--- src/rtl/dendrite_pkg.sv ---
// Config register map and state encoding for the dendrite compartment.
package dendrite_pkg;
    localparam logic [2:0] CFG_EL       = 3'd0;
    localparam logic [2:0] CFG_GL_LEAK  = 3'd1;
    localparam logic [2:0] CFG_V_THRESH = 3'd2;
    localparam logic [2:0] CFG_V_RESET  = 3'd3;
    localparam logic [2:0] CFG_TAU_REF  = 3'd4;
    localparam logic [2:0] CFG_CTRL     = 3'd5;

    typedef enum logic [1:0] {
        ST_DISABLED   = 2'd0,
        ST_INTEGRATE  = 2'd1,
        ST_REFRACTORY = 2'd2
    } state_e;
endpackage

--- src/rtl/fp_pkg.sv ---
// Shared fixed-point word definitions used across the neuron datapath.
package fp;
    localparam int WORD_LENGTH = 16;
    typedef logic [WORD_LENGTH-1:0] fpType;
endpackage

--- src/rtl/dendrite_compartment_saturating_current_sum.sv ---
// Sums all synapse currents at full width, applies the scaling shift and
// clamps the result to one word.
module saturating_current_sum #(
    parameter int NUM_SYNAPSES  = 4,
    parameter int CURRENT_SHIFT = 0
) (
    input  logic [NUM_SYNAPSES-1:0][fp::WORD_LENGTH-1:0] syn_current,
    output logic [fp::WORD_LENGTH-1:0]                   current_sum
);
    localparam int W     = fp::WORD_LENGTH;
    localparam int SUM_W = W + $clog2(NUM_SYNAPSES);
    localparam logic [SUM_W-1:0] SAT_MAX = SUM_W'({W{1'b1}});

    logic [SUM_W-1:0] raw_sum_s;
    logic [SUM_W-1:0] shifted_sum_s;

    // Wide accumulation, scaling and clamp to the word range.
    always_comb begin
        raw_sum_s = {SUM_W{1'b0}};
        for (int i = 0; i < NUM_SYNAPSES; i++) begin
            raw_sum_s = raw_sum_s + SUM_W'(syn_current[i]);
        end
        shifted_sum_s = raw_sum_s >> CURRENT_SHIFT;
        if (shifted_sum_s > SAT_MAX) begin
            current_sum = {W{1'b1}};
        end else begin
            current_sum = shifted_sum_s[W-1:0];
        end
    end
endmodule

--- src/rtl/dendrite_compartment.sv ---
// Leaky integrate-and-fire membrane fed by the summed synapse currents;
// vmem is broadcast back to the synapses every cycle.
module dendrite_compartment
    import dendrite_pkg::*;
#(
    parameter int NUM_SYNAPSES  = 4,
    parameter int CURRENT_SHIFT = 0
) (
    input  logic                                         clk,
    input  logic                                         reset,
    input  logic [NUM_SYNAPSES-1:0][fp::WORD_LENGTH-1:0] syn_current,
    output logic [fp::WORD_LENGTH-1:0]                   vmem,
    output logic                                         spike_out,
    output logic                                         refractory,
    input  logic                                         cfg_we,
    input  logic [2:0]                                   cfg_addr,
    input  logic [fp::WORD_LENGTH-1:0]                   cfg_data
);
    localparam int W      = fp::WORD_LENGTH;
    localparam int PW     = W + 2;
    localparam int PROD_W = 2 * W;

    fp::fpType el_r, gl_leak_r, v_thresh_r, v_reset_r, tau_ref_r;
    logic      enable_r;
    logic      enable_next_s;

    state_e    state_r, state_next_s;
    fp::fpType vmem_r, vmem_next_s;
    fp::fpType ref_cnt_r, ref_cnt_next_s;
    logic      spike_r, spike_next_s;
    logic      refractory_r, refractory_next_s;

    fp::fpType          current_sum_s;
    fp::fpType          diff_s;
    logic [PROD_W-1:0]  leak_prod_s;
    fp::fpType          leak_mag_s;
    logic [PW-1:0]      sum_ext_s;
    logic [PW-1:0]      integ_s;
    fp::fpType          vmem_integ_s;

    saturating_current_sum #(
        .NUM_SYNAPSES (NUM_SYNAPSES),
        .CURRENT_SHIFT(CURRENT_SHIFT)
    ) u_current_sum (
        .syn_current(syn_current),
        .current_sum(current_sum_s)
    );

    // Configuration register file; unmapped addresses are dropped.
    always_ff @(posedge clk or posedge reset) begin
        if (reset) begin
            el_r       <= {W{1'b0}};
            gl_leak_r  <= {W{1'b0}};
            v_thresh_r <= {W{1'b0}};
            v_reset_r  <= {W{1'b0}};
            tau_ref_r  <= {W{1'b0}};
            enable_r   <= 1'b0;
        end else if (cfg_we) begin
            case (cfg_addr)
                CFG_EL:       el_r       <= cfg_data;
                CFG_GL_LEAK:  gl_leak_r  <= cfg_data;
                CFG_V_THRESH: v_thresh_r <= cfg_data;
                CFG_V_RESET:  v_reset_r  <= cfg_data;
                CFG_TAU_REF:  tau_ref_r  <= cfg_data;
                CFG_CTRL:     enable_r   <= cfg_data[0];
                default:      enable_r   <= enable_r;
            endcase
        end
    end

    // Enable is decoded from the write itself so enable/disable act on the write edge.
    always_comb begin
        if (cfg_we && (cfg_addr == CFG_CTRL)) begin
            enable_next_s = cfg_data[0];
        end else begin
            enable_next_s = enable_r;
        end
    end

    // Leak toward El plus the input current, clamped to the word range.
    always_comb begin
        if (vmem_r > el_r) begin
            diff_s = vmem_r - el_r;
        end else begin
            diff_s = el_r - vmem_r;
        end
        leak_prod_s = PROD_W'(diff_s) * PROD_W'(gl_leak_r);
        leak_mag_s  = W'(leak_prod_s >> W);
        sum_ext_s   = PW'(vmem_r) + PW'(current_sum_s);
        if (vmem_r > el_r) begin
            integ_s = sum_ext_s - PW'(leak_mag_s);
        end else if (vmem_r < el_r) begin
            integ_s = sum_ext_s + PW'(leak_mag_s);
        end else begin
            integ_s = sum_ext_s;
        end
        if (integ_s[PW-1]) begin
            vmem_integ_s = {W{1'b0}};
        end else if (integ_s > PW'({W{1'b1}})) begin
            vmem_integ_s = {W{1'b1}};
        end else begin
            vmem_integ_s = integ_s[W-1:0];
        end
    end

    // Next-state and next-output logic; disable overrides everything, including a spike.
    always_comb begin
        state_next_s   = state_r;
        vmem_next_s    = vmem_r;
        ref_cnt_next_s = ref_cnt_r;
        spike_next_s   = 1'b0;
        if (!enable_next_s) begin
            state_next_s   = ST_DISABLED;
            ref_cnt_next_s = {W{1'b0}};
        end else begin
            case (state_r)
                ST_DISABLED: begin
                    state_next_s = ST_INTEGRATE;
                    vmem_next_s  = el_r;
                end
                ST_INTEGRATE: begin
                    if (vmem_integ_s >= v_thresh_r) begin
                        vmem_next_s  = v_reset_r;
                        spike_next_s = 1'b1;
                        if (tau_ref_r == {W{1'b0}}) begin
                            state_next_s   = ST_INTEGRATE;
                            ref_cnt_next_s = {W{1'b0}};
                        end else begin
                            state_next_s   = ST_REFRACTORY;
                            ref_cnt_next_s = tau_ref_r;
                        end
                    end else begin
                        vmem_next_s = vmem_integ_s;
                    end
                end
                ST_REFRACTORY: begin
                    vmem_next_s = v_reset_r;
                    if (ref_cnt_r <= W'(1)) begin
                        state_next_s   = ST_INTEGRATE;
                        ref_cnt_next_s = {W{1'b0}};
                    end else begin
                        ref_cnt_next_s = ref_cnt_r - W'(1);
                    end
                end
                default: begin
                    state_next_s   = ST_DISABLED;
                    ref_cnt_next_s = {W{1'b0}};
                end
            endcase
        end
        refractory_next_s = (state_next_s == ST_REFRACTORY);
    end

    // State and registered outputs.
    always_ff @(posedge clk or posedge reset) begin
        if (reset) begin
            state_r      <= ST_DISABLED;
            vmem_r       <= {W{1'b0}};
            ref_cnt_r    <= {W{1'b0}};
            spike_r      <= 1'b0;
            refractory_r <= 1'b0;
        end else begin
            state_r      <= state_next_s;
            vmem_r       <= vmem_next_s;
            ref_cnt_r    <= ref_cnt_next_s;
            spike_r      <= spike_next_s;
            refractory_r <= refractory_next_s;
        end
    end

    assign vmem       = vmem_r;
    assign spike_out  = spike_r;
    assign refractory = refractory_r;
endmodule

--- config.mk ---
export PLATFORM = sky130hd
export DESIGN_NAME = dendrite_compartment
export DESIGN_NICKNAME = d
export VERILOG_FILES = /design/src/rtl/dendrite_pkg.sv /design/src/rtl/fp_pkg.sv /design/src/rtl/dendrite_compartment_saturating_current_sum.sv /design/src/rtl/dendrite_compartment.sv
export SDC_FILE = /design/constraint.sdc
export NUM_CORES = 1
export LEC_CHECK = 0
export CORE_UTILIZATION = 33
export CTS_CLUSTER_DIAMETER = 80
export DETAILED_ROUTE_END_ITERATION = 8
export GPL_TIMING_DRIVEN = 1
export PLACE_DENSITY = 0.5
export RECOVER_POWER = 50
export SLEW_MARGIN = 20
export SYNTH_ARGS = -nofsm -noshare
export SYNTH_HDL_FRONTEND = slang
export SYNTH_SLANG_ARGS = --single-unit
--- constraint.sdc ---
create_clock -name clk -period 18.4 [get_ports clk]
set_input_delay 3.68 -clock clk [delete_from_list [all_inputs] [get_ports clk]]
set_output_delay 3.68 -clock clk [all_outputs]
set_load 0.05 [all_outputs]
=== Word-level counts from Yosys, hierarchy flattened ===
Index checks and enable logic that the tools add are counted.

* Multiply operators: 1
* Add/subtract/negate cells: 9
* Mux-type cells: 22
* Reduce and logical (&&, ||, !) cells: 13
* Order comparisons: 6
* Equality and inequality tests: 10

{| class="wikitable"
|+ Operators with widths
! cell !! count
|-
| 16-bit two-way mux || 9
|-
| 16-bit case mux with 3 select lines || 2
|-
| 18-bit by 16-bit adder with 18-bit output || 2
|-
| 18-bit by 16-bit greater-than comparator with 1-bit output (second input constant) || 2
|-
| 18-bit two-way mux || 2
|-
| 16-bit by 16-bit adder with 17-bit output || 2
|-
| 16-bit by 16-bit multiplier with 32-bit output || 1
|-
| 16-bit subtractor || 2
|-
| 17-bit by 16-bit adder with 18-bit output || 1
|-
| 17-bit by 16-bit subtractor with 18-bit output || 1
|-
| 16-bit >= comparator || 1
|-
| 16-bit greater-than comparator || 1
|-
| 16-bit by 1-bit less-or-equal comparator with 1-bit output (second input constant) || 1
|-
| 16-bit zero test || 1
|-
| 16-bit less-than comparator || 1
|-
| 2-bit AND reduction || 8
|-
| 16-bit by 1-bit subtractor with 16-bit output (second input constant) || 1
|-
| 2-bit two-way mux || 4
|-
| 3-bit by 2-bit equality test with 1-bit output (second input constant) || 2
|-
| 3-bit equality test (second input constant) || 2
|-
| 2-bit case mux with 3 select lines || 1
|-
| 2-bit equality test (second input constant) || 2
|-
| 1-bit two-way mux || 4
|-
| 3-bit by 1-bit equality test with 1-bit output (second input constant) || 1
|-
| other kinds (7) || 7
|}

* Register bits: 117
* Output and inout port bits: 18

=== Depth between registers and ports, before layout ===
Gate-level depths: netlist of the first run.

* Depth in word-level cells: 17
* Depth in mapped cells: 61

=== Hierarchy ===
Synthesis of the first run repeated with hierarchy kept, for this count alone.

* Cells, all modules: 2306
* Area, all modules: 19516.2 um^2

{| class="wikitable"
|+ By module, submodules not included
! module !! cells each !! instances !! seq. area each (um^2) !! area an instance (um^2)
|-
| dendrite_compartment || 2059 || 1 || 2927.8 || 17598.1
|-
| saturating_current_sum || 247 || 1 || 0.0 || 1918.1
|}

=== Least setup slack after synthesis of the first run ===
No wires, ideal clock.

* Kind: input to register
* From: input syn_current[0] in the netlist's numbering
* To: register ref_cnt_r[11]
* Stages: 52
* Slack: 4.914 ns
* Buffers on the path: 3
* Data arrival time: 13.418 ns
* Setup time: 0.068 ns
* Path through: ha_1 > inv_1 > fa_1 > nor2b_1 > o21ai_0 > a21boi_0 > o21ai_0 > a21oi_1 > o21ai_0 > a21oi_1 > nor2_1 > xor2_1 > fa_1 > inv_1 > ha_1 > nand3_1 > nand2_1 > a41oi_1 > [16 not listed] > o31ai_2 > o22ai_1 > o41a_1 > a21oi_1 > buf_2 > nor2_2 > a31o_2 > ha_1 > nand2b_1 > a21o_1 > a21o_1 > a211oi_1 > o211a_1 > o211a_1 > nor4b_2 > nand2_1 > o21ai_0 > a22o_1

* Word-level cells in the longest chain between the ends: 15

{| class="wikitable"
|+ RTL lines
! element !! line !! source
|-
| start: declaration || dendrite_compartment.sv:11 || <nowiki>input logic [NUM_SYNAPSES-1:0][fp::WORD_LENGTH-1:0] syn_current,</nowiki>
|-
| 16-bit by 16-bit adder with 17-bit output * || dendrite_compartment_saturating_current_sum.sv:21 || <nowiki>raw_sum_s = raw_sum_s + SUM_W'(syn_current[i]);</nowiki>
|-
| 18-bit by 16-bit adder with 18-bit output * (2 in series) || dendrite_compartment_saturating_current_sum.sv:21 ||
|-
| 18-bit by 16-bit greater-than comparator with 1-bit output || dendrite_compartment_saturating_current_sum.sv:24 || <nowiki>if (shifted_sum_s > SAT_MAX) begin</nowiki>
|-
| 16-bit two-way mux * || dendrite_compartment_saturating_current_sum.sv:24 ||
|-
| 16-bit by 16-bit adder with 17-bit output * || dendrite_compartment.sv:89 || <nowiki>sum_ext_s = PW'(vmem_r) + PW'(current_sum_s);</nowiki>
|-
| 17-bit by 16-bit adder with 18-bit output || dendrite_compartment.sv:93 || <nowiki>integ_s = sum_ext_s + PW'(leak_mag_s);</nowiki>
|-
| 18-bit two-way mux || dendrite_compartment.sv:92 || <nowiki>end else if (vmem_r < el_r) begin</nowiki>
|-
| 18-bit two-way mux * || dendrite_compartment.sv:90 || <nowiki>if (vmem_r > el_r) begin</nowiki>
|-
| 18-bit by 16-bit greater-than comparator with 1-bit output || dendrite_compartment.sv:99 || <nowiki>end else if (integ_s > PW'({W{1'b1}})) begin</nowiki>
|-
| 16-bit two-way mux || dendrite_compartment.sv:99 ||
|-
| 16-bit two-way mux * || dendrite_compartment.sv:97 || <nowiki>if (integ_s[PW-1]) begin</nowiki>
|-
| 16-bit >= comparator * || dendrite_compartment.sv:122 || <nowiki>if (vmem_integ_s >= v_thresh_r) begin</nowiki>
|-
| 3-bit != test (no source line) * || -- ||
|-
| 2-bit AND reduction (no source line) * || -- ||
|-
| end signal: assignment || dendrite_compartment.sv:159 || <nowiki>ref_cnt_r <= {W{1'b0}};</nowiki>
|-
| end signal: assignment || dendrite_compartment.sv:165 || <nowiki>ref_cnt_r <= ref_cnt_next_s;</nowiki>
|-
| end: declaration || dendrite_compartment.sv:29 || <nowiki>fp::fpType ref_cnt_r, ref_cnt_next_s;</nowiki>
|}

Mark *: on every way between the ends. The rest lies on a longest branch, timed or not.
A chain may end at the register's enable or synchronous reset.

=== Final worst setup path of the first run ===
* From: register vmem_r[0] (netlist: vmem[0])
* To: register vmem_r[8] (netlist: vmem[8])

* Word-level cells in the longest chain between the ends: 12

{| class="wikitable"
|+ RTL lines
! element !! line !! source
|-
| start: declaration || dendrite_compartment.sv:28 || <nowiki>fp::fpType vmem_r, vmem_next_s;</nowiki>
|-
| start signal: assignment || dendrite_compartment.sv:158 || <nowiki>vmem_r <= {W{1'b0}};</nowiki>
|-
| start signal: assignment || dendrite_compartment.sv:164 || <nowiki>vmem_r <= vmem_next_s;</nowiki>
|-
| 16-bit subtractor, or another cell as far along || dendrite_compartment.sv:85 || <nowiki>diff_s = el_r - vmem_r;</nowiki>
|-
| 16-bit two-way mux || dendrite_compartment.sv:82 || <nowiki>if (vmem_r > el_r) begin</nowiki>
|-
| 16-bit by 16-bit multiplier with 32-bit output || dendrite_compartment.sv:87 || <nowiki>leak_prod_s = PROD_W'(diff_s) * PROD_W'(gl_leak_r);</nowiki>
|-
| 17-bit by 16-bit adder with 18-bit output || dendrite_compartment.sv:93 ||
|-
| 18-bit two-way mux || dendrite_compartment.sv:92 ||
|-
| 18-bit two-way mux * || dendrite_compartment.sv:90 ||
|-
| 18-bit by 16-bit greater-than comparator with 1-bit output || dendrite_compartment.sv:99 ||
|-
| 16-bit two-way mux || dendrite_compartment.sv:99 ||
|-
| 16-bit two-way mux * || dendrite_compartment.sv:97 ||
|-
| 16-bit >= comparator || dendrite_compartment.sv:122 ||
|-
| 16-bit two-way mux * || dendrite_compartment.sv:122 ||
|-
| 16-bit case mux with 3 select lines * || dendrite_compartment.sv:116 || <nowiki>case (state_r)</nowiki>
|}

Marks and branches as above.

==> results.ini, run 1 <==
[outcome]
status=finished with violations
violations=capacitance limit, slew limit

[setup_path]
crit_slowest_cell=ha_1
worst_ep_required_time_ps=18740
start_kind=register
cpPeakStageDelay_ps=790
reg2reg_slack_ps=2360
crit_fanout=26
rr_worst_depth=50
endpoint_kind=register
reg2reg_to=vmem[8]
arrival_ps=16370
path_common_cell=fa_1
crit_buf_inv=5
cpLargestDelayFamily=compound AO/OA/AOI/OAI gates
critical_path_class=register to register
reg2reg_from=vmem[0]

[die]
ioPinCount=104
die_y_microns=255
die-area_sq_um=65000
core_area_sq_um=63100
die_w_microns=255
start_util_pct=33.4
num_rows=92

[placement]
place.gp.congestion=0.912
io_buffers=103
place_inst=3423
place_area_sq_um=23100
dp_hpwl_microns=53500

[logic_synthesis]
synth_ff_type=dfrtp_1
synth_area_per_cell_sq_um=8.27
async_flop_share_pct=100
synth_area_sq_um=21100
syn_inst=2550
yosysWarnings=0
syn_nets=3086
ys_seq_area_share_pct=13.9
synth_cell_types=88
synth_edf_count=0
synth.ff_latch_count=117

[min_path]
hold_path_end=gl_leak_r[10]
min-delay-start=gl_leak_r[10]
min_delay_path_depth=1
holdCritPathClass=register to register

[final_layout]
drive_above_1_share_pct=6.55
antennaDiodeCount=0
final_util_pct=37.5
fin_cells=3455
area_growth_pct=12.2
num-nets-final=3132
num-fill-cells=6630
fin_area_sq_um=23700

[clock_network]
cts_tree=done
cts_root_buffer=clkbuf_16
hold_buffers=0
clock_sinks=117
cts_setup_buffers=0
h-tree-depth=4
clkTransAtPathRegs_ps=60
clk_latency_ps=420
cts_resized=0
numCtsBuffers=17
clockBufferDepth=2

[route]
drt_wl_total_microns=67100
dr.pass1.iters=5
route.vias.total=18500
route.detailed.drc=0
drtAntennaViolNets=0
drt_iter0_markers=1308
wl_per_cell_microns=19.4
vias_per_cell=5.34

[sta]
worst_pin_slew_ps=4080
clock_skew_ps=8.76
max_freq_mhz=62.4
drv_slew=137
finalSetupTns_ps=0
rsz0062_at_grt=no
finalSetupViolations=0
max_slew_margin_pct=-172
finalCritPeriodShare_pct=87.2
finalCriticalPeriod_ps=16040
hold_viol=0

[grt]
grt_max_degree=70
grt_use_total_pct=20.9
grt_remaining_overflow=0
antenna_found_initial=1
grt_pass1_wl_microns=106000
grt_pass1_vias=18700

[job]
maxCapViolCount=3

==> routing by layer <==
layer / part of all wire, % / vias to the layer above / GRT usage, %
met4: 2.6 / 0 / 5.61
met3: 4.2 / 78 / 1.84
li1: - / 8682 / -
met1: 45 / 9196 / 27.6
met2: 49 / 502 / 36.5
met5: 0 / - / 0
==> Yosys cell counts (26+ instances only) <==
master,instances,area [sq um]
a21o_1,44,330
a21oi_1,89,445
a31oi_1,31,194
and2_1,99,619
clkbuf_1,97,364
dfrtp_1,117,2930
fa_1,216,4320
ha_1,234,2930
inv_1,408,1530
mux2_2,50,563
nand2_1,285,1070
nand2b_1,26,163
nand3_1,68,340
nand4_1,38,238
nor2_1,89,334
nor2b_1,29,181
nor3_1,54,270
o21ai_0,127,636
xnor2_1,51,447
==> cells in the final DEF (no fill, tap or decap), types with 44 or more instances in the layout <==
| cell | instances |
|---|---|
| a21o_1 | 44 |
| a21oi_1 | 88 |
| and2_1 | 99 |
| buf_4 | 46 |
| clkdlybuf4s50_1 | 98 |
| dfrtp_1 | 117 |
| fa_1 | 216 |
| ha_1 | 234 |
| inv_1 | 407 |
| mux2_2 | 50 |
| nand2_1 | 285 |
| nand3_1 | 68 |
| nor2_1 | 88 |
| nor3_1 | 54 |
| o21ai_0 | 127 |
| xnor2_1 | 51 |
==> area by class of cell <==
cell class,instances,area [sq um],share of cell area [%]
clock inverters,14,150,0.634
clock buffers,18,439,1.85
multi-input cells,1899,16200,68.3
repair buffers,153,1390,5.88
inverters,408,1530,6.47
well taps,846,1060,4.47
flip-flops and latches,117,2930,12.4
==> stage by stage <==
step,hold slack [ps],worst slack [ps]
floorplan,457,4910
global placement,490,2860
detailed placement,490,2580
CTS,509,2540
global route,525,1520
finish,506,2360
==> flip-flops by register name (all words and copies together), names as in the netlist, 2 cells and up <==
signal	cells
state_r	2
ref_cnt_r	16
el_r	16
gl_leak_r	16
v_thresh_r	16
tau_ref_r	16
vmem	16
v_reset_r	16
==> cell families after synthesis <==
logic type	synth area share, %
buffers and inverters	9.66
muxes	3.38
DFF	13.9
adders and majority gates	34.4
and+or+nand+nor	18.5
xor gates and xnor gates	3.07
AOI/OAI and AO/OA	17.1
==> how the worst max path moves through the flow <==
stage | from | end | slack (ps) | depth (start not counted)
2_1_floorplan | syn_current[0] | ref_cnt_r[11] | 4910 | 52
3_3_place_gp | vmem[15] | vmem[8] | 2860 | 52
3_5_place_dp | vmem[0] | vmem[8] | 2580 | 52
4_1_cts | vmem[0] | vmem[8] | 2540 | 52
5_1_grt | vmem[0] | vmem[8] | 1520 | 53
6_report | vmem[0] | vmem[8] | 2360 | 50
Power of run 1 is not shown: default switching activity piles up to over one toggle a cycle in this logic, so the estimate is an artifact.
==> run 2, diff against run 1 <==
--- a/config.mk
+++ b/config.mk
@@ -5,11 +5,11 @@
 export SDC_FILE = /design/constraint.sdc
 export NUM_CORES = 1
 export LEC_CHECK = 0
-export CORE_UTILIZATION = 33
+export CORE_UTILIZATION = 35
 export CTS_CLUSTER_DIAMETER = 80
 export DETAILED_ROUTE_END_ITERATION = 8
 export GPL_TIMING_DRIVEN = 1
-export PLACE_DENSITY = 0.5
+export PLACE_DENSITY = 0.52
 export RECOVER_POWER = 50
 export SLEW_MARGIN = 20
 export SYNTH_ARGS = -nofsm -noshare
==> results.ini, run 2 (same netlist as run 1, synthesis figures left out) <==
[sta]
hold_viol=0
clock_skew_ps=6.88
finalSetupTns_ps=0
worst_pin_slew_ps=3550
layout_setup_ws_ps=2570
max_slew_margin_pct=-138
max_freq_mhz=63.2
finalSetupViolations=0
drv_slew=78
finalCritPeriodShare_pct=86.0
rsz0062_at_grt=no
finalCriticalPeriod_ps=15830

[outcome]
status=finished with violations
violations=capacitance limit, slew limit

[setup_path]
arrival_ps=16160
endpoint_kind=register
worstSetupStartpoint=vmem[0]
cpPeakStageDelay_ps=800
crit_fanout=26
path_common_cell=fa_1
reg2reg_from=vmem[0]
critical_path_class=register to register
start_kind=register
crit_slowest_cell=ha_1
worst_ep_required_time_ps=18730

[final_layout]
multi_input_area_sq_um=16200
final_util_pct=39.7
register_area_sq_um=2930
final_common_cell=inv_1
area_growth_pct=11.5
num-fill-cells=6171
most-common-layout-cells=407 x inv_1, 285 x nand2_1, 234 x ha_1
num-nets-final=3132
drive_above_1_share_pct=6.59

[grt]
grt_max_degree=78
grt_use_total_pct=22.1
grt_pass1_wl_microns=105000
antenna_found_initial=1
grt_pass1_vias=18400
grt_remaining_overflow=0

[clock_network]
cts_resized=0
clock_sinks=117
cts_tree=done
clk_latency_ps=420
numCtsBuffers=17
clockBufferDepth=2
cts_setup_buffers=0
hold_buffers=0
h-tree-depth=4
clkTransAtPathRegs_ps=60
cts_root_buffer=clkbuf_16

[route]
route.vias.total=18500
vias_per_cell=5.46
wl_per_cell_microns=19.7
route.detailed.drc=0
drt_iter0_markers=1319
drt_wl_total_microns=66700
dr.pass1.iters=6
drtAntennaViolNets=0

[placement]
place.gp.congestion=0.917
io_buffers=103
dp_hpwl_microns=52800
place_ws_ps=2720

[die]
die_w_microns=248
start_util_pct=35.6
core_area_sq_um=59200
ioPinCount=104
die_y_microns=248
num_rows=89
die-area_sq_um=61300

[job]
maxCapViolCount=1

[min_path]
min-delay-start=v_reset_r[3]
holdCritPathClass=register to register

## run 2: changes by cell type in the layout (fill, tap and decap cells not counted), moves of 2 or more
cell | previous run | this run
bufinv_16 | 2 | 0
dlygate4sd3_1 | 5 | 3
clkinv_2 | 3 | 5
clkdlybuf4s50_1 | 98 | 100
## run 2: cell type report
| class | instances | share of cell area [%] |
|---|---|---|
| repair buffers | 153 | 5.91 |
| clock inverters | 15 | 0.457 |
| well taps | 773 | 4.11 |
| diodes | 1 | 0.0106 |
| flip-flops and latches | 117 | 12.4 |
| clock buffers | 17 | 1.81 |
| multi-input cells | 1899 | 68.7 |
| inverters | 408 | 6.51 |
## run 2: routing by layer
metal	vias up	global-route usage, %	part of all wire (%)
li1	8700	-	-
met1	9156	30.1	45
met2	537	37.6	48
met3	84	1.67	4.4
met4	0	6.06	2.8
met5	-	0	0
## run 2: final timing paths
path | endpoint | slack [ps] | cells after the start
hold / removal | v_reset_r[3] | 510 | 1
setup / recovery | vmem[8] | 2570 | 50
max in group asynchronous | v_thresh_r[11] | 11880 | 3
hold reg to reg | v_reset_r[3] | 510 | 1
setup reg to reg | vmem[8] | 2570 | 50
min in group asynchronous | ref_cnt_r[3] | 4760 | 2
## run 2: critical path: cells and delay by family (launching register included)
kind	cells	cell delay [ps]
buffers and inverters	5	320
flip-flops	1	560
AO/OA/AOI/OAI	20	6190
AND/OR/NAND/NOR	14	3630
XOR/XNOR	1	300
adder cells (fa/ha/maj)	10	4740
## run 2: stage by stage
step | instance area, sq um | hold WS (ps) | std cells
floorplan | 21100 | 457 | 2550
global placement | 23000 | 479 | 3350
detailed placement | 23000 | 495 | 3350
CTS | 23600 | 510 | 3382
global route | 23500 | 526 | 3382
finish | 23500 | 509 | 3383
Power of run 2 is left out for the same reason.
==> run 3, diff against run 2 <==
--- a/config.mk
+++ b/config.mk
@@ -5,6 +5,7 @@
 export SDC_FILE = /design/constraint.sdc
 export NUM_CORES = 1
 export LEC_CHECK = 0
+export CAP_MARGIN = 10
 export CORE_UTILIZATION = 35
 export CTS_CLUSTER_DIAMETER = 80
 export DETAILED_ROUTE_END_ITERATION = 8
==> results of run 3 <==
The final DEF is identical to that of run 2; final timing and power are the same.
Power of run 3 is left out for the same reason.
==> RTL change 1, RTL diff (settings of run 3) <==
`NUM_SYNAPSES` is set to 4 in 2 places; all go to 8.
--- a/src/rtl/dendrite_compartment_saturating_current_sum.sv
+++ b/src/rtl/dendrite_compartment_saturating_current_sum.sv
@@ -1,7 +1,7 @@
 // Sums all synapse currents at full width, applies the scaling shift and
 // clamps the result to one word.
 module saturating_current_sum #(
-    parameter int NUM_SYNAPSES  = 4,
+    parameter int NUM_SYNAPSES  = 8,
     parameter int CURRENT_SHIFT = 0
 ) (
     input  logic [NUM_SYNAPSES-1:0][fp::WORD_LENGTH-1:0] syn_current,
--- a/src/rtl/dendrite_compartment.sv
+++ b/src/rtl/dendrite_compartment.sv
@@ -3,7 +3,7 @@
 module dendrite_compartment
     import dendrite_pkg::*;
 #(
-    parameter int NUM_SYNAPSES  = 4,
+    parameter int NUM_SYNAPSES  = 8,
     parameter int CURRENT_SHIFT = 0
 ) (
     input  logic                                         clk,
Ports: changed (resized syn_current); port bits go from 104 to 168. No check against the original RTL was run, so the function may have changed too.
==> RTL change 1 against run 3 <==
Setup slack worse by 1.4 ns; routed wire length is 4.0% lower; area after synthesis is 0.44% lower; critical endpoint is now vmem[5]; die area is 0.44% lower; design area is 3.0% higher; register-to-register slack worse by 0.38 ns; sequential share of layout area is 0.36 points lower; sequential cell count stayed put; the flow still finishes with violations (capacitance limit, slew limit); largest cell class unchanged.
Power is not shown: default switching activity piles up to over one toggle a cycle in this logic, so the estimate is an artifact.
==> RTL change 1: results (changes against run 3) <==
Placement
The detailed-placement wirelength estimate is 52.2 mm (was 52.8 mm). The weighted congestion at the end of routability-driven global placement is 0.913 (was 0.917).

Job
The max capacitance violation total is 1 (unchanged).

Routing
The number of DRC markers after the initial detailed-route iteration is 1042 (was 1319). The average wire per standard cell is 19.1 um (was 19.7 um). The total number of vias is 17475 (was 18477). The iteration count of the initial detailed-routing pass came to 7 (was 6).

Setup path
The delay of the slowest cell on the worst path came to 0.62 ns (was 0.80 ns). The arrival time of data at the critical path endpoint came to 17.51 ns (was 16.16 ns). The cell with the largest stage delay on the worst path is sky130_fd_sc_hd__a2111oi_4 (was sky130_fd_sc_hd__ha_1).

The maximum fanout count along the critical path is 19 (was 26). The timing startpoint of the critical path is syn_current[0] (was vmem[0]).

STA
The final clock skew is 0.0111 ns (was 0.00688 ns). The max-slew violation total from the final report came to 64 (was 78). The slew at the pin closest to its max-slew limit is 2.91 ns (was 3.55 ns).

Cells and area
The net count reported at finish is 3235 (was 3132). The fraction of final layout cells with drive strength greater than 1 is 0.0562 (was 0.0659). The total inserted antenna cells is 0 (was 1).

Global routing
The overall fraction of global-route tracks in use is 0.217 (was 0.221). The met2 usage in global routing was 0.358 (was 0.376). The met3 track utilization from global routing is 0.0379 (was 0.0167). The number of global-route vias before repair was 18232 (was 18403). The global-route wire length before repair is 102 mm (was 105 mm). The routing usage on met1 is 0.299 (was 0.301). The initial antenna violation count is 3 (was 1).

Run status
Result of the run: finished, violations left (unchanged). Failing checks: capacitance limit, slew limit (unchanged).

Synthesis
The sequential area share after synthesis was 0.139 (about the same). The synthesized net count was 3099 (was 3086). The number of different library cells in the post-synthesis netlist was 80 (was 88).

Ranking of synthesized cells by instance count: sky130_fd_sc_hd__inv_1 (440), sky130_fd_sc_hd__nand2_1 (297), sky130_fd_sc_hd__fa_1 (277), sky130_fd_sc_hd__ha_1 (241), sky130_fd_sc_hd__nor2_1 (129) (was sky130_fd_sc_hd__inv_1 (408), sky130_fd_sc_hd__nand2_1 (285), sky130_fd_sc_hd__ha_1 (234), sky130_fd_sc_hd__fa_1 (216), sky130_fd_sc_hd__o21ai_0 (127)). Largest cells by area after synthesis: sky130_fd_sc_hd__fa_1 (26%), sky130_fd_sc_hd__ha_1 (14%), sky130_fd_sc_hd__dfrtp_1 (14%) (was sky130_fd_sc_hd__fa_1 (20%), sky130_fd_sc_hd__dfrtp_1 (14%), sky130_fd_sc_hd__ha_1 (14%)).

Floorplan
The horizontal die dimension is 247 um (was 248 um).
==> RTL change 1: cell count changes after synthesis, sizes merged, moves of 12 or more <==
cell    change
inv        +32
nand3      -46
nand2      +12
nor2       +36
nand4b     -14
clkbuf     -29
nand4      -25
and2       -16
o211ai     -16
fa         +61
buf        -13
nor3       -25
a31oi      -15
==> RTL change 1: layout make-up <==
cell class,count,area (um2),share of cell area
Tap cell,773,967,0.0399
Inverter,440,1650,0.0682
Timing Repair Buffer,201,1910,0.0789
Multi-Input combinational cell,1790,16100,0.666
Sequential cell,117,2930,0.121
Clock inverter,15,216,0.00893
Clock buffer,17,425,0.0175
==> RTL change 1: worst paths after layout <==
check	to	slack [ns]	cells after the start
max	vmem[5]	1.21	58
min	ref_cnt_r[5]	0.50	1
max reg2reg	vmem[5]	2.19	53
min reg2reg	ref_cnt_r[5]	0.50	1
max in group asynchronous	gl_leak_r[11]	12.15	3
min in group asynchronous	state_r[1]	4.53	2
==> RTL change 1: through the flow <==
stage	setup WS, ns	instance area [um2]	hold slack (ns)	cells	utilization
6_report	1.21	24200	0.505	3353	0.410
2_1_floorplan	3.17	21000	0.466	2431	-
3_5_place_dp	0.750	23600	0.491	3321	0.399
3_3_place_gp	0.938	23600	0.491	3321	0.399
4_1_cts	1.12	24300	0.508	3353	0.410
5_1_grt	0.0188	24200	0.515	3353	0.410
==> RTL change 1: cell families (layout without fill, tap and decap cells) <==
| family | Yosys count | after routing | synth area share |
|---|---|---|---|
| flops | 117 | 117 | 0.139 |
| fa+ha+maj | 518 | 518 | 0.408 |
| compound gates | 454 | 454 | 0.142 |
| xor+xnor | 75 | 75 | 0.0316 |
| mux | 66 | 66 | 0.0347 |
| simple gates | 677 | 677 | 0.150 |
| buf+inv | 524 | 673 | 0.0946 |
==> RTL change 1: metal layers <==
metal	share of wire	routed length, um
met2	0.46	29600
met1	0.47	29800
met3	0.057	3660
met4	0.014	919
met5	0	0
==> RTL change 2, RTL diff (settings of run 3) <==
Without the edit above. Remove the register `spike_r`: a continuous assignment takes its place, so the output `spike_out` follows one clock earlier.
--- a/src/rtl/dendrite_compartment.sv
+++ b/src/rtl/dendrite_compartment.sv
@@ -157,16 +157,16 @@
             state_r      <= ST_DISABLED;
             vmem_r       <= {W{1'b0}};
             ref_cnt_r    <= {W{1'b0}};
-            spike_r      <= 1'b0;
             refractory_r <= 1'b0;
         end else begin
             state_r      <= state_next_s;
             vmem_r       <= vmem_next_s;
             ref_cnt_r    <= ref_cnt_next_s;
-            spike_r      <= spike_next_s;
             refractory_r <= refractory_next_s;
         end
     end
+
+    assign spike_r = spike_next_s;
 
     assign vmem       = vmem_r;
     assign spike_out  = spike_r;
Formal check against the unedited RTL: not equivalent (a bounded check fails within 4 cycles, from zero or initial values and one cycle with reset high).
==> RTL change 2 against run 3 <==
The flow still finishes with violations (capacitance limit, slew limit); largest cell class unchanged; area after synthesis decreased by 0.12%; non-clock buffer count up 35; die area is 0.12% lower; design area up 1.6%; highest routed layer unchanged; global-route usage barely moved; routed wire length barely moved; sequential cell count shrank 1; setup slack got worse by 1.8 ns.
Power is not shown: default switching activity piles up to over one toggle a cycle in this logic, so the estimate is an artifact.
==> RTL change 2: results (changes against run 3) <==
Placement
The weighted congestion at the end of routability-driven global placement was 0.891 (was 0.917). The detailed-placement wirelength estimate is 53.2 mm (was 52.8 mm).

Routing
The routed length on met3 was 2.97 mm (was 2.94 mm). The wire length on met2 is 32.6 mm (was 32.0 mm). The topmost layer with routed signal wires is met4 (unchanged). The post-route met1 wirelength is 29.5 mm (was 29.8 mm). The iteration count of the initial detailed-routing pass is 6 (unchanged).

The total number of vias is 18571 (was 18477). The number of DRC markers after the initial detailed-route iteration is 1395 (was 1319). The average wire per standard cell is 19.5 um (was 19.7 um).

Global routing
The overall fraction of global-route tracks in use is 0.221 (about the same). The maximum number of pins on one net before global-route repair is 69 (was 78). The global-route wire length before repair is 106 mm (was 105 mm).

Synthesis
The area share of fa/ha/maj cells after synthesis is 0.344 (about the same). The synthesized net count came to 3085 (was 3086). The fraction of registers with async set or reset after synthesis is 1.00 (unchanged). Largest cells by area after synthesis: sky130_fd_sc_hd__fa_1 (21%), sky130_fd_sc_hd__ha_1 (14%), sky130_fd_sc_hd__dfrtp_1 (14%) (was sky130_fd_sc_hd__fa_1 (20%), sky130_fd_sc_hd__dfrtp_1 (14%), sky130_fd_sc_hd__ha_1 (14%)). Ranking of synthesized cells by instance count: sky130_fd_sc_hd__inv_1 (408), sky130_fd_sc_hd__nand2_1 (285), sky130_fd_sc_hd__ha_1 (234), sky130_fd_sc_hd__fa_1 (216), sky130_fd_sc_hd__o21ai_0 (127) (unchanged).

The post-synthesis xor/xnor area fraction was 0.0308 (was 0.0307). The fraction of the mapped netlist area in compound gates is 0.171 (about the same). The predominant post-synthesis flop cell is sky130_fd_sc_hd__dfrtp_1 (unchanged). The sequential area share after synthesis came to 0.138 (was 0.139).

The multiplexer share of the synthesized area came to 0.0338 (about the same). The synthesis-stage register bit count was 116 (was 117).

Setup path
The maximum fanout count along the critical path was 13 (was 26). The worst setup path endpoint is spike_out (was vmem[8]). The delay of the slowest cell on the worst path was 0.71 ns (was 0.80 ns). The number of cell instances on the worst register-to-register path is 54 (was 50).

The flop-to-flop setup slack came to 3.72 ns (was 2.57 ns). The reg-to-reg startpoint is vmem[10] (was vmem[0]). The arrival time of data at the critical path endpoint is 13.94 ns (was 16.16 ns). The cell with the largest stage delay on the worst path is sky130_fd_sc_hd__or4_4 (was sky130_fd_sc_hd__ha_1).

STA
The max-slew violation total from the final report is 136 (was 78). The final clock skew is 0.00753 ns (was 0.00688 ns). The number of endpoints with negative hold slack in the final report came to 0 (unchanged).

The headroom to the max-slew limit was -1.51 (was -1.38).

Cells and area
The fraction of final layout cells with drive strength greater than 1 is 0.0825 (was 0.0659). The net count reported at finish was 3166 (was 3132). The number of filler instances in the final layout is 6055 (was 6171).

Run status
Failing checks: capacitance limit, slew limit (unchanged). Result of the run: finished, violations left (unchanged).

Hold path
The capture endpoint of the worst hold path is ref_cnt_r[6] (was v_reset_r[3]). The class of the most critical hold timing path is register to register (unchanged). The startpoint of the tightest hold check path is ref_cnt_r[6] (was v_reset_r[3]).

Job
The max capacitance violation total is 3 (was 1).

Clocking
The buffer depth of the longest clock path was 2 (unchanged).
[RTL change 2: layout make-up]
| type | instances | share of cell area |
|---|---|---|
| Antenna cell | 1 | 0.000105 |
| Clock inverter | 9 | 0.00330 |
| Inverter | 408 | 0.0641 |
| Sequential cell | 116 | 0.121 |
| Clock buffer | 23 | 0.0200 |
| Multi-Input combinational cell | 1899 | 0.681 |
| Tap cell | 773 | 0.0405 |
| Timing Repair Buffer | 188 | 0.0696 |
[RTL change 2: routing by layer]
layer | track usage | up-vias
met3 | 0.0184 | 69
met2 | 0.381 | 504
met5 | 0 | -
li1 | - | 8755
met4 | 0.0585 | 0
met1 | 0.297 | 9243
[RTL change 2: through the flow]
stage / setup WS, ns / instances / instance area (um2) / hold WS, ns
floorplan: 1.70 / 2549 / 21100 / 0.457
global placement: 0.490 / 3383 / 23300 / 0.475
detailed placement: 0.206 / 3383 / 23300 / 0.479
CTS: 0.147 / 3415 / 23800 / 0.499
global route: 0.0375 / 3416 / 23900 / 0.518
finish: 0.778 / 3417 / 23900 / 0.504
[RTL change 2: critical path, delay by kind of cell (launching register included)]
| kind | cells | cell delay, ns |
|---|---|---|
| adder cells (fa/ha/maj) | 10 | 4.35 |
| multiplexers | 1 | 0.24 |
| XOR/XNOR | 2 | 0.70 |
| flip-flops | 1 | 0.58 |
| AO/OA/AOI/OAI | 16 | 3.62 |
| buffers and inverters | 10 | 1.37 |
| AND/OR/NAND/NOR | 14 | 2.60 |
[RTL change 2: what timing repair did]
item | in CTS | in global routing
hold buffers | 0 | 0
setup endpoints to repair | 0 | 1
setup buffers | 0 | 1
gates resized for setup | 0 | 20
